$ cat src/rtl/dpram_arb_pkg.sv
// Shared types and defaults for the dual-port RAM arbiter.
// Port selection tags and index-width helper.
package dpram_arb_pkg;

    localparam int NUM_REQ_DEF = 4;
    localparam int DATA_W_DEF  = 8;
    localparam int ADDR_W_DEF  = 6;

    function automatic int idx_w(input int n);
        return (n > 1) ? $clog2(n) : 1;
    endfunction

    localparam int IDX_W = idx_w(NUM_REQ_DEF);

    typedef enum logic [1:0] {
        SEL_A,
        SEL_B,
        SEL_NONE
    } port_sel_t;

endpackage

$ cat src/rtl/dpram_arbiter_rr_pick.sv
// Round-robin priority picker: first set bit of req&mask
// at or after start, wrapping past N-1 to 0.
module rr_pick
    import dpram_arb_pkg::*;
#(
    parameter int N  = NUM_REQ_DEF,
    parameter int IW = IDX_W
) (
    input  logic [N-1:0]  req,
    input  logic [N-1:0]  mask,
    input  logic [IW-1:0] start,
    output logic          found,
    output logic [IW-1:0] idx
);

    logic [N-1:0] cand;

    assign cand = req & mask;

    always_comb begin
        int j;
        j     = 0;
        found = 1'b0;
        idx   = '0;
        for (int k = 0; k < N; k++) begin
            j = int'(start) + k;
            if (j >= N) j = j - N;
            if (!found && cand[j]) begin
                found = 1'b1;
                idx   = IW'(j);
            end
        end
    end

endmodule

$ cat src/rtl/dpram_arbiter.sv
// Arbitrates NUM_REQ requesters onto the two ports of a
// synchronous dual-port RAM and routes read data back.
module dpram_arbiter
    import dpram_arb_pkg::*;
#(
    parameter int NUM_REQ = NUM_REQ_DEF,
    parameter int DATA_W  = DATA_W_DEF,
    parameter int ADDR_W  = ADDR_W_DEF
) (
    input  logic                      clk,
    input  logic                      rst_n,
    input  logic [NUM_REQ-1:0]        req_valid,
    input  logic [NUM_REQ-1:0]        req_we,
    input  logic [NUM_REQ*ADDR_W-1:0] req_addr,
    input  logic [NUM_REQ*DATA_W-1:0] req_wdata,
    output logic [NUM_REQ-1:0]        req_ready,
    output logic [NUM_REQ-1:0]        rsp_valid,
    output logic [NUM_REQ*DATA_W-1:0] rsp_rdata,
    output logic [ADDR_W-1:0]         ram_addr_a,
    output logic [ADDR_W-1:0]         ram_addr_b,
    output logic [DATA_W-1:0]         ram_data_a,
    output logic [DATA_W-1:0]         ram_data_b,
    output logic                      ram_we_a,
    output logic                      ram_we_b,
    input  logic [DATA_W-1:0]         ram_q_a,
    input  logic [DATA_W-1:0]         ram_q_b
);

    localparam int IW = idx_w(NUM_REQ);
    localparam logic [IW-1:0] LAST = IW'(NUM_REQ - 1);

    logic [NUM_REQ-1:0]        vld;
    logic [NUM_REQ-1:0]        mask_b;
    logic [IW-1:0]             rr_ptr;
    logic [IW-1:0]             ga;
    logic [IW-1:0]             gb;
    logic                      ga_ok;
    logic                      gb_ok;
    logic [ADDR_W-1:0]         addr_ga;
    logic                      we_ga;
    logic [NUM_REQ*DATA_W-1:0] rdata_q;
    port_sel_t                 tag [NUM_REQ];

    function automatic logic [IW-1:0] nxt(input logic [IW-1:0] i);
        return (i == LAST) ? '0 : i + 1'b1;
    endfunction

    // Gating with rst_n keeps every grant-driven output idle in reset.
    assign vld     = req_valid & {NUM_REQ{rst_n}};
    assign addr_ga = req_addr[int'(ga)*ADDR_W +: ADDR_W];
    assign we_ga   = req_we[ga];

    rr_pick #(
        .N  (NUM_REQ),
        .IW (IW)
    ) u_pick_a (
        .req   (vld),
        .mask  ({NUM_REQ{1'b1}}),
        .start (rr_ptr),
        .found (ga_ok),
        .idx   (ga)
    );

    // Port B skips gA and anyone hitting gA's address unless both read.
    always_comb begin
        mask_b = '1;
        for (int j = 0; j < NUM_REQ; j++) begin
            if (ga_ok && (IW'(j) == ga)) begin
                mask_b[j] = 1'b0;
            end else if (ga_ok
                         && (req_addr[j*ADDR_W +: ADDR_W] == addr_ga)
                         && (we_ga || req_we[j])) begin
                mask_b[j] = 1'b0;
            end
        end
    end

    rr_pick #(
        .N  (NUM_REQ),
        .IW (IW)
    ) u_pick_b (
        .req   (vld),
        .mask  (mask_b),
        .start (rr_ptr),
        .found (gb_ok),
        .idx   (gb)
    );

    always_comb begin
        req_ready  = '0;
        ram_addr_a = '0;
        ram_data_a = '0;
        ram_we_a   = 1'b0;
        ram_addr_b = '0;
        ram_data_b = '0;
        ram_we_b   = 1'b0;
        if (ga_ok) begin
            req_ready[ga] = 1'b1;
            ram_addr_a    = addr_ga;
            ram_data_a    = req_wdata[int'(ga)*DATA_W +: DATA_W];
            ram_we_a      = we_ga;
        end
        if (gb_ok) begin
            req_ready[gb] = 1'b1;
            ram_addr_b    = req_addr[int'(gb)*ADDR_W +: ADDR_W];
            ram_data_b    = req_wdata[int'(gb)*DATA_W +: DATA_W];
            ram_we_b      = req_we[gb];
        end
    end

    always_ff @(posedge clk or negedge rst_n) begin
        if (!rst_n) begin
            rr_ptr  <= '0;
            rdata_q <= '0;
            for (int i = 0; i < NUM_REQ; i++) begin
                tag[i] <= SEL_NONE;
            end
        end else begin
            if (gb_ok) begin
                rr_ptr <= nxt(gb);
            end else if (ga_ok) begin
                rr_ptr <= nxt(ga);
            end
            rdata_q <= rsp_rdata;
            for (int i = 0; i < NUM_REQ; i++) begin
                tag[i] <= SEL_NONE;
                if (ga_ok && (ga == IW'(i)) && !req_we[i]) begin
                    tag[i] <= SEL_A;
                end
                if (gb_ok && (gb == IW'(i)) && !req_we[i]) begin
                    tag[i] <= SEL_B;
                end
            end
        end
    end

    // RAM data arrives the cycle after the grant, so the pulse cycle
    // passes ram_q straight through and the register holds it after.
    always_comb begin
        rsp_valid = '0;
        rsp_rdata = rdata_q;
        for (int i = 0; i < NUM_REQ; i++) begin
            case (tag[i])
                SEL_A: begin
                    rsp_valid[i]                  = 1'b1;
                    rsp_rdata[i*DATA_W +: DATA_W] = ram_q_a;
                end
                SEL_B: begin
                    rsp_valid[i]                  = 1'b1;
                    rsp_rdata[i*DATA_W +: DATA_W] = ram_q_b;
                end
                default: begin
                end
            endcase
        end
    end

endmodule

$ cat config.mk
export PLATFORM = sky130hd
export DESIGN_NAME = dpram_arbiter
export DESIGN_NICKNAME = d
export VERILOG_FILES = /design/src/rtl/dpram_arb_pkg.sv /design/src/rtl/dpram_arbiter_rr_pick.sv /design/src/rtl/dpram_arbiter.sv
export SDC_FILE = /design/constraint.sdc
export NUM_CORES = 1
export LEC_CHECK = 0
export BUFFER_PORTS_ARGS = -buffer_cell sky130_fd_sc_hd__clkbuf_2
export CAP_MARGIN = 20
export CORE_MARGIN = 4
export CORE_UTILIZATION = 30
export DETAILED_ROUTE_END_ITERATION = 10
export PLACE_DENSITY = 0.49
export SYNTH_ARGS = -nofsm -noshare
export SYNTH_HDL_FRONTEND = slang
export SYNTH_SLANG_ARGS = --single-unit
$ cat constraint.sdc
create_clock -name clk -period 5.5 [get_ports clk]
set_input_delay 0.55 -clock clk [delete_from_list [all_inputs] [get_ports clk]]
set_output_delay 0.55 -clock clk [all_outputs]
set_load 0.01 [all_outputs]
# ---- After elaboration in Yosys (flattened, before gate mapping)
# Index checks and enable logic that the tools add are counted.
dict set report word_totals {
  register_bits 42
  output_inout_bits 70
  word_cells 201
}
dict set report op_classes {
  add_sub_neg 9
  mul 2
  magnitude_cmp 12
  n_eq_ne 17
  shifts 4
  n_mux 88
  bitwise 3
  n_reduce_logical 60
}
# cell count
set op_table {}
lappend op_table {{32-bit by 4-bit less-than comparator with 1-bit output, second input constant} 4}
lappend op_table {{32-bit 2-to-1 mux} 4}
lappend op_table {{32-bit by 4-bit greater-or-equal comparator with 1-bit output, second input constant} 3}
lappend op_table {{32-bit by 4-bit subtractor with 32-bit output, second input constant} 3}
lappend op_table {{8-bit case mux with 2 select lines} 4}
lappend op_table {{32-bit by 6-bit variable part select with 8-bit output} 2}
lappend op_table {{24-bit by 6-bit variable part select with 6-bit output} 2}
lappend op_table {{1-bit 2-to-1 mux} 42}
lappend op_table {{2-bit 2-to-1 mux} 20}
lappend op_table {{1-bit logical AND} 35}
lappend op_table {{6-bit == test} 4}
lappend op_table {{1-bit binary-select mux with 2-bit select} 10}
lappend op_table {{8-bit 2-to-1 mux} 2}
lappend op_table {{2-bit by 1-bit == test with 1-bit output, second input constant} 6}
lappend op_table {{2-bit zero test} 6}
lappend op_table {{6-bit 2-to-1 mux} 2}
lappend op_table {{1-bit zero test} 10}
lappend op_table {{4-bit bitwise AND} 2}
lappend op_table {{2-bit == test, second input constant} 4}
lappend op_table {{2-bit by 2-bit multiplier with 4-bit output, second input constant} 2}
lappend op_table {{4-bit 2-to-1 mux} 2}
lappend op_table {{2-bit OR reduction} 4}
lappend op_table {{2-bit by 2-bit adder with 3-bit output, second input constant} 2}
lappend op_table {{2-bit by 3-bit less-than comparator with 1-bit output, second input constant} 2}
lappend op_table {{11 further kinds} 18}

# ---- Depth between registers and ports, before layout
dict set report depth {
  depth_word 42
  depth_mapped 19
}

# ---- Hierarchy
# From an unflattened synthesis, not the netlist that was laid out.
dict set report unflattened {
  cells_unflattened 394
  hier_area_um2 3819.9
}
# mod n_inst cells_per_inst area_per_inst_um2 seq_area_each_um2
set modules_own_cells {}
lappend modules_own_cells {dpram_arbiter 1 366 3627.2 1056.0}
lappend modules_own_cells {rr_pick 2 14 96.3 0.0}

# ---- Least setup slack after synthesis
# OpenSTA, ideal clock, no wires.
dict set report synth_timing {
  path_type {input-to-output}
  from {input port req_valid[3]}
  to {output port req_ready[0]}
  arrival_ns 3.839
  path_slack_ns 1.111
  cell_stages 16
  path_cell_list {buf_4 and4b_1 nor3_2 o21a_4 buf_2 clkbuf_1 ha_1 nand3b_1 nor3_1 or3_1 a2bb2oi_1 or2_2 buf_2 buf_2 ha_1 a22o_1}
}
dict set report synth_via {
  elab_chain_len 41
  elab_cells_between_ends 103
  classes_between {mul: 1; order compare: 4; eq/ne: 7; shift: 1; mux: 56; bitwise: 3; reduce/logical: 31}
}
# item line_no
set synth_rtl {}
lappend synth_rtl {{start: declaration} dpram_arbiter.sv:12} ;# input logic [NUM_REQ-1:0] req_valid,
lappend synth_rtl {{4-bit bitwise AND *} dpram_arbiter.sv:49} ;# assign vld = req_valid & {NUM_REQ{rst_n}};
lappend synth_rtl {{1-bit binary-select mux with 2-bit select} dpram_arbiter_rr_pick.sv:28} ;# if (!found && cand[j]) begin
lappend synth_rtl {{1-bit 2-to-1 mux (not written as such) (2 in a row)} dpram_arbiter_rr_pick.sv:28}
lappend synth_rtl {{1-bit 2-to-1 mux} dpram_arbiter_rr_pick.sv:28}
lappend synth_rtl {{1-bit zero test} dpram_arbiter_rr_pick.sv:28}
lappend synth_rtl {{1-bit logical AND} dpram_arbiter_rr_pick.sv:28}
lappend synth_rtl {{1-bit 2-to-1 mux} dpram_arbiter_rr_pick.sv:28}
lappend synth_rtl {{1-bit zero test} dpram_arbiter_rr_pick.sv:28}
lappend synth_rtl {{[24 not listed]} -}
lappend synth_rtl {{1-bit logical AND} dpram_arbiter_rr_pick.sv:28}
lappend synth_rtl {{2-bit 2-to-1 mux} dpram_arbiter_rr_pick.sv:28}
lappend synth_rtl {{2-bit by 3-bit less-than comparator with 1-bit output (not written as such) / 2-bit by 1-bit greater-or-equal comparator with 1-bit output (equally long branches)} dpram_arbiter.sv:104} ;# req_ready[gb] = 1'b1;
lappend synth_rtl {{1-bit logical AND (not written as such)} dpram_arbiter.sv:104}
lappend synth_rtl {{1-bit 2-to-1 mux (not written as such)} dpram_arbiter.sv:104}
lappend synth_rtl {{1-bit demux with 2-bit select} dpram_arbiter.sv:104}
lappend synth_rtl {{4-bit bitwise OR (no line)} -}
lappend synth_rtl {{4-bit 2-to-1 mux *} dpram_arbiter.sv:103} ;# if (gb_ok) begin
lappend synth_rtl {{end: declaration} dpram_arbiter.sv:16} ;# output logic [NUM_REQ-1:0] req_ready,
# Mark *: on every way between the ends. The rest lies on a longest branch, timed or not. The select of a mux whose other input is x is not followed.

# ---- Worst setup path in the final report
dict set report layout_timing {
  from {register rr_ptr[1]}
  to {output port req_ready[3]}
}
dict set report layout_via {
  elab_chain_len 42
  elab_cells_between_ends 117
  classes_between {add/sub: 7; mul: 1; order compare: 8; eq/ne: 7; shift: 1; mux: 60; bitwise: 2; reduce/logical: 31}
}
# item line_no
set layout_rtl {}
lappend layout_rtl {{start: declaration} dpram_arbiter.sv:34} ;# logic [IW-1:0] rr_ptr;
lappend layout_rtl {{start signal: assignment} dpram_arbiter.sv:120} ;# rr_ptr <= nxt(gb);
lappend layout_rtl {{start signal: assignment} dpram_arbiter.sv:122} ;# rr_ptr <= nxt(ga);
lappend layout_rtl {{parallel branches: the longest is 41 deep, another holds 32-bit by 4-bit subtractor with 32-bit output} -}
lappend layout_rtl {{4-bit 2-to-1 mux *} dpram_arbiter.sv:103}
# Every way passes the cells marked *. The select of a mux whose other input is x is not followed.

==> summary.md <==
GRT
* **maximum number of pins on one net before global-route repair** 43
* **global-route congestion overflow total** 0
* **combined global-route utilization of all metal layers** 17.6%
* **vias in the first global route** 4207
* **wire length of the first global-routing pass** 22.8 mm
* **initial antenna violation count** 0

Die
* **vertical die dimension** 125 um
* **area of the die** 15700 um^2
* **std cell rows** 42
* **Die X** 125 um
* **I/O pin count** 152
* **initial core utilization** 30.9%
* **core footprint** 13300 um^2

STA
* **final hold violation count** 0
* **minimum clock period after layout** 4.86 ns
* **Slew HR** 51.2%
* **slew at the pin closest to its max-slew limit** 0.714 ns
* **RSZ-0062 raised after global routing** false
* **minimum hold slack** 0.503 ns
* **final setup fails** 0
* **summed negative setup slack over all endpoints** 0 ns
* **Max Slew Vio Count** 0
* **achievable frequency** 0.206 GHz
* **part of the cycle the worst path needs** 88.3%
* **Max Clock Skew** 0.00498 ns

Worst setup path
* **count of cell instances traversed by the critical path** 14
* **highest net fanout along the worst path** 26
* **library cell contributing the largest single delay on the critical path** sky130_fd_sc_hd__dfrtp_1
* **peak per-stage delay on the critical path** 0.52 ns
* **data arrival time at the worst-slack endpoint** 4.31 ns
* **worst-case reg-to-reg path depth** 14
* **endpoint class of the critical path** output pin
* **required time of the critical path** 4.95 ns
* **cell type group with the largest total delay on the critical path** compound AO/OA/AOI/OAI gates
* **Crit path buffers/inverters** 3
* **startpoint kind of the worst setup timing path** flip-flop
* **classification of the worst setup path** flip-flop to output pin
* **cell-by-cell listing of the critical path** nand2b_2 > a211oi_2 > o21a_4 > inv_4 > a211oi_1 > a211o_1 > nor4_4 > a2111oi_0 > a2bb2oi_1 > or2_2 > inv_1 > ha_1 > a22o_1 > clkbuf_2

Synth
* **mean instance size in the synthesized netlist** 8.59 um^2
* **XOR/XNOR share of the synthesized area** 5.95%
* **Mapped Area** 4120 um^2
* **post-synthesis sequential element count** 42
* **fraction of post-synthesis cell area in the top cell type by area** 23.1%
* **compound-gate portion of the synthesized area** 24.3%
* **number of enable-type register cells in the synthesized netlist** 0
* **flip-flop cell with the highest count after synthesis** sky130_fd_sc_hd__dfrtp_1
* **Synth cell types** 72
* **number of warnings reported in the yosys synthesis log** 0
* **async set-reset flop share out of synthesis** 100%
* **post-synthesis adder-cell area fraction** 2.43%
* **dominant combinational cell family by area after synthesis** compound AO/OA/AOI/OAI gates
* **Area contributors post-synth** sky130_fd_sc_hd__dfrtp_1, sky130_fd_sc_hd__mux2i_1, sky130_fd_sc_hd__nand2_1
* **syn nets** 570
* **fraction of synthesized area in multiplexers** 17.7%
* **library cell occupying the most area in the post-synthesis netlist** sky130_fd_sc_hd__dfrtp_1
* **sequential area share after synthesis** 25.6%
* **post-synthesis simple-gate area fraction** 18.1%
* **cell count after synthesis** 480

Power
* **leakage power of the design** 2.41 nW
* **clock network fraction of total power** 14.3%
* **peak supply drop** 0.000178 V
* **fraction of power spent switching nets** 46.2%
* **P_int** 0.00123 W
* **share of total power in combinational logic** 61.0%
* **Pwr Density** 444 nW/um^2
* **power share of the sequential group** 24.7%
* **switching power** 0.00106 W

Placement
* **placer's final routability congestion estimate** 0.924
* **Post-DP HPWL** 11.2 mm
* **buffers added on ports** 151

Layout
* **leading cell type in the layout, fill and taps excluded** sky130_fd_sc_hd__clkbuf_2
* **most frequent cells in the layout** sky130_fd_sc_hd__clkbuf_2, sky130_fd_sc_hd__nand2_1, sky130_fd_sc_hd__mux2i_1
* **combined area of the multi-input logic cells** 2830 um^2
* **layout filler cell count** 1446
* **sequential cell area in the final layout** 1060 um^2
* **number of nets at the end of the flow** 700
* **P&R area growth vs syn** 24.9%
* **diode insertion count for antenna repair** 0
* **share of post-route cells with drive strength above 1** 32.4%

Drt
* **top routing layer used** met4
* **Antenna Violating Nets Remaining** 0
* **# DRC** 0
* **Post-Route M1 WL** 6.67 mm
* **Vias per Instance** 5.41
* **Met3 Wirelength** 1.02 mm
* **iteration count of the initial detailed-routing pass** 5
* **post-DR wirelength/cell** 18.1 um
* **total vias in the final route** 4254
* **met2 wire len** 6.26 mm
* **initial detailed-routing violation count** 295
* **total length of routed wires** 14.2 mm

Status
* **status** completed

Clocking
* **TritonCTS clock tree** yes
* **cts repair resizes** 0
* **CTS H-tree lvls** 2
* **number of buffers inserted by post-CTS setup repair** 0
* **cts bufs inserted** 5
* **Num Clock Sinks** 42
* **CTS max path bufs** 2
* **insertion delay to the later sink of the worst-skew pair** 0.28 ns
* **clock tree root driver cell** sky130_fd_sc_hd__clkbuf_16
* **clock-pin slew on the worst setup and hold paths** 0.06 ns
* **hold bufs inserted after CTS** 0

Flow run
* **max-cap violations** 0

Worst hold path
* **Hold Path Depth** 2
* **type of the most critical hold path** flip-flop to flip-flop

## power by group through the flow
stage                     clock network [W]  registers, W  logic, W
after CTS                          0.000335      0.000564   0.00141
after detailed placement                  0      0.000569   0.00140
after floorplan                           0      0.000492  0.000976
after global placement                    0      0.000565   0.00140
after global routing               0.000350      0.000583   0.00154
final                              0.000327      0.000564   0.00140
## registers in the layout, indices dropped and copies added (netlist names)
register / flops
rr_ptr: 2
rdata_q: 32
tag: 8
## Yosys cell counts, types with 2 or more instances
master and instances:
sky130_fd_sc_hd__nand2_1 66, sky130_fd_sc_hd__mux2i_1 64, sky130_fd_sc_hd__o21ai_0 41, sky130_fd_sc_hd__dfrtp_1 38, sky130_fd_sc_hd__xor2_1 24, sky130_fd_sc_hd__clkbuf_1 21
sky130_fd_sc_hd__nor2_1 19, sky130_fd_sc_hd__a211oi_1 14, sky130_fd_sc_hd__inv_1 13, sky130_fd_sc_hd__nor2b_1 13, sky130_fd_sc_hd__a311oi_1 11, sky130_fd_sc_hd__o22ai_1 10
sky130_fd_sc_hd__a21oi_1 8, sky130_fd_sc_hd__buf_2 8, sky130_fd_sc_hd__ha_1 8, sky130_fd_sc_hd__nand2b_1 8, sky130_fd_sc_hd__o22ai_2 6, sky130_fd_sc_hd__and2_1 5
sky130_fd_sc_hd__nand3_1 5, sky130_fd_sc_hd__a2111oi_0 4, sky130_fd_sc_hd__a22o_1 4, sky130_fd_sc_hd__buf_6 4, sky130_fd_sc_hd__dfstp_2 4, sky130_fd_sc_hd__mux4_2 4
sky130_fd_sc_hd__nor3_1 4, sky130_fd_sc_hd__nor4_1 4, sky130_fd_sc_hd__or2_2 4, sky130_fd_sc_hd__xnor2_1 4, sky130_fd_sc_hd__a31oi_1 3, sky130_fd_sc_hd__nand4_1 3
sky130_fd_sc_hd__o211ai_1 3, sky130_fd_sc_hd__a211o_1 2, sky130_fd_sc_hd__a211oi_4 2, sky130_fd_sc_hd__a221oi_1 2, sky130_fd_sc_hd__a22oi_1 2, sky130_fd_sc_hd__and3_1 2
sky130_fd_sc_hd__buf_4 2, sky130_fd_sc_hd__nand3b_1 2, sky130_fd_sc_hd__o21ai_1 2, sky130_fd_sc_hd__o221ai_1 2, sky130_fd_sc_hd__o31a_1 2, sky130_fd_sc_hd__o41ai_1 2
sky130_fd_sc_hd__or3_1 2
## area by class of cell
cell class	count	area share (%)
multi-input combinational	387	55.0
sequential	42	20.5
clock buffer	6	2.50
clock inverter	2	0.729
timing repair buffer	159	15.8
tap	176	4.28
inverter	15	1.14
## stage by stage
step	worst slack, ns	instances	total power (W)	cell area (um^2)	utilization (%)
after CTS	0.631	787	0.00231	5150	38.6
after floorplan	1.11	480	0.00147	4120	-
after global placement	0.897	779	0.00196	4980	37.3
final	0.642	787	0.00229	5150	38.6
after global routing	0.313	787	0.00247	5150	38.6
after detailed placement	0.800	779	0.00197	4980	37.3
## worst reg2reg max path: cells and delay by family, from the launching register on
| family | cells | cell delay (ns) |
|---|---|---|
| AOI/OAI and AO/OA | 7 | 1.89 |
| and+or+nand+nor | 4 | 0.91 |
| DFF | 1 | 0.52 |
| buffers and inverters | 2 | 0.33 |
| adders and majority gates | 1 | 0.29 |
## layer usage
layer  vias to the layer above  GRT usage [%]
met2                       206           26.9
met5                         -              0
met3                        16           3.37
met4                         0           4.40
li1                       2021              -
met1                      2011           25.5
## logic make-up after synthesis
family                     Yosys count
muxes                               68
buffers and inverters               51
adders and majority gates            8
AOI/OAI and AO/OA                  135
and+or+nand+nor                    148
DFF                                 42
xor gates and xnor gates            28
## path summary, 6_finish.rpt
check / slack (ns) / startpoint / endpoint
max: 0.64 / rr_ptr[1]$_DFFE_PN0P_ / req_ready[3]
min reg2reg: 0.50 / rdata_q[4]$_DFF_PN0_ / rdata_q[4]$_DFF_PN0_
max in group asynchronous: 4.56 / rst_n / tag[3]$_DFF_PN1_
max reg2reg: 1.42 / rr_ptr[1]$_DFFE_PN0P_ / rr_ptr[1]$_DFFE_PN0P_
min in group asynchronous: 0.56 / rst_n / rdata_q[9]$_DFF_PN0_
min: 0.50 / rdata_q[4]$_DFF_PN0_ / rdata_q[4]$_DFF_PN0_
No activity file was read; power rests on OpenSTA's default activity.
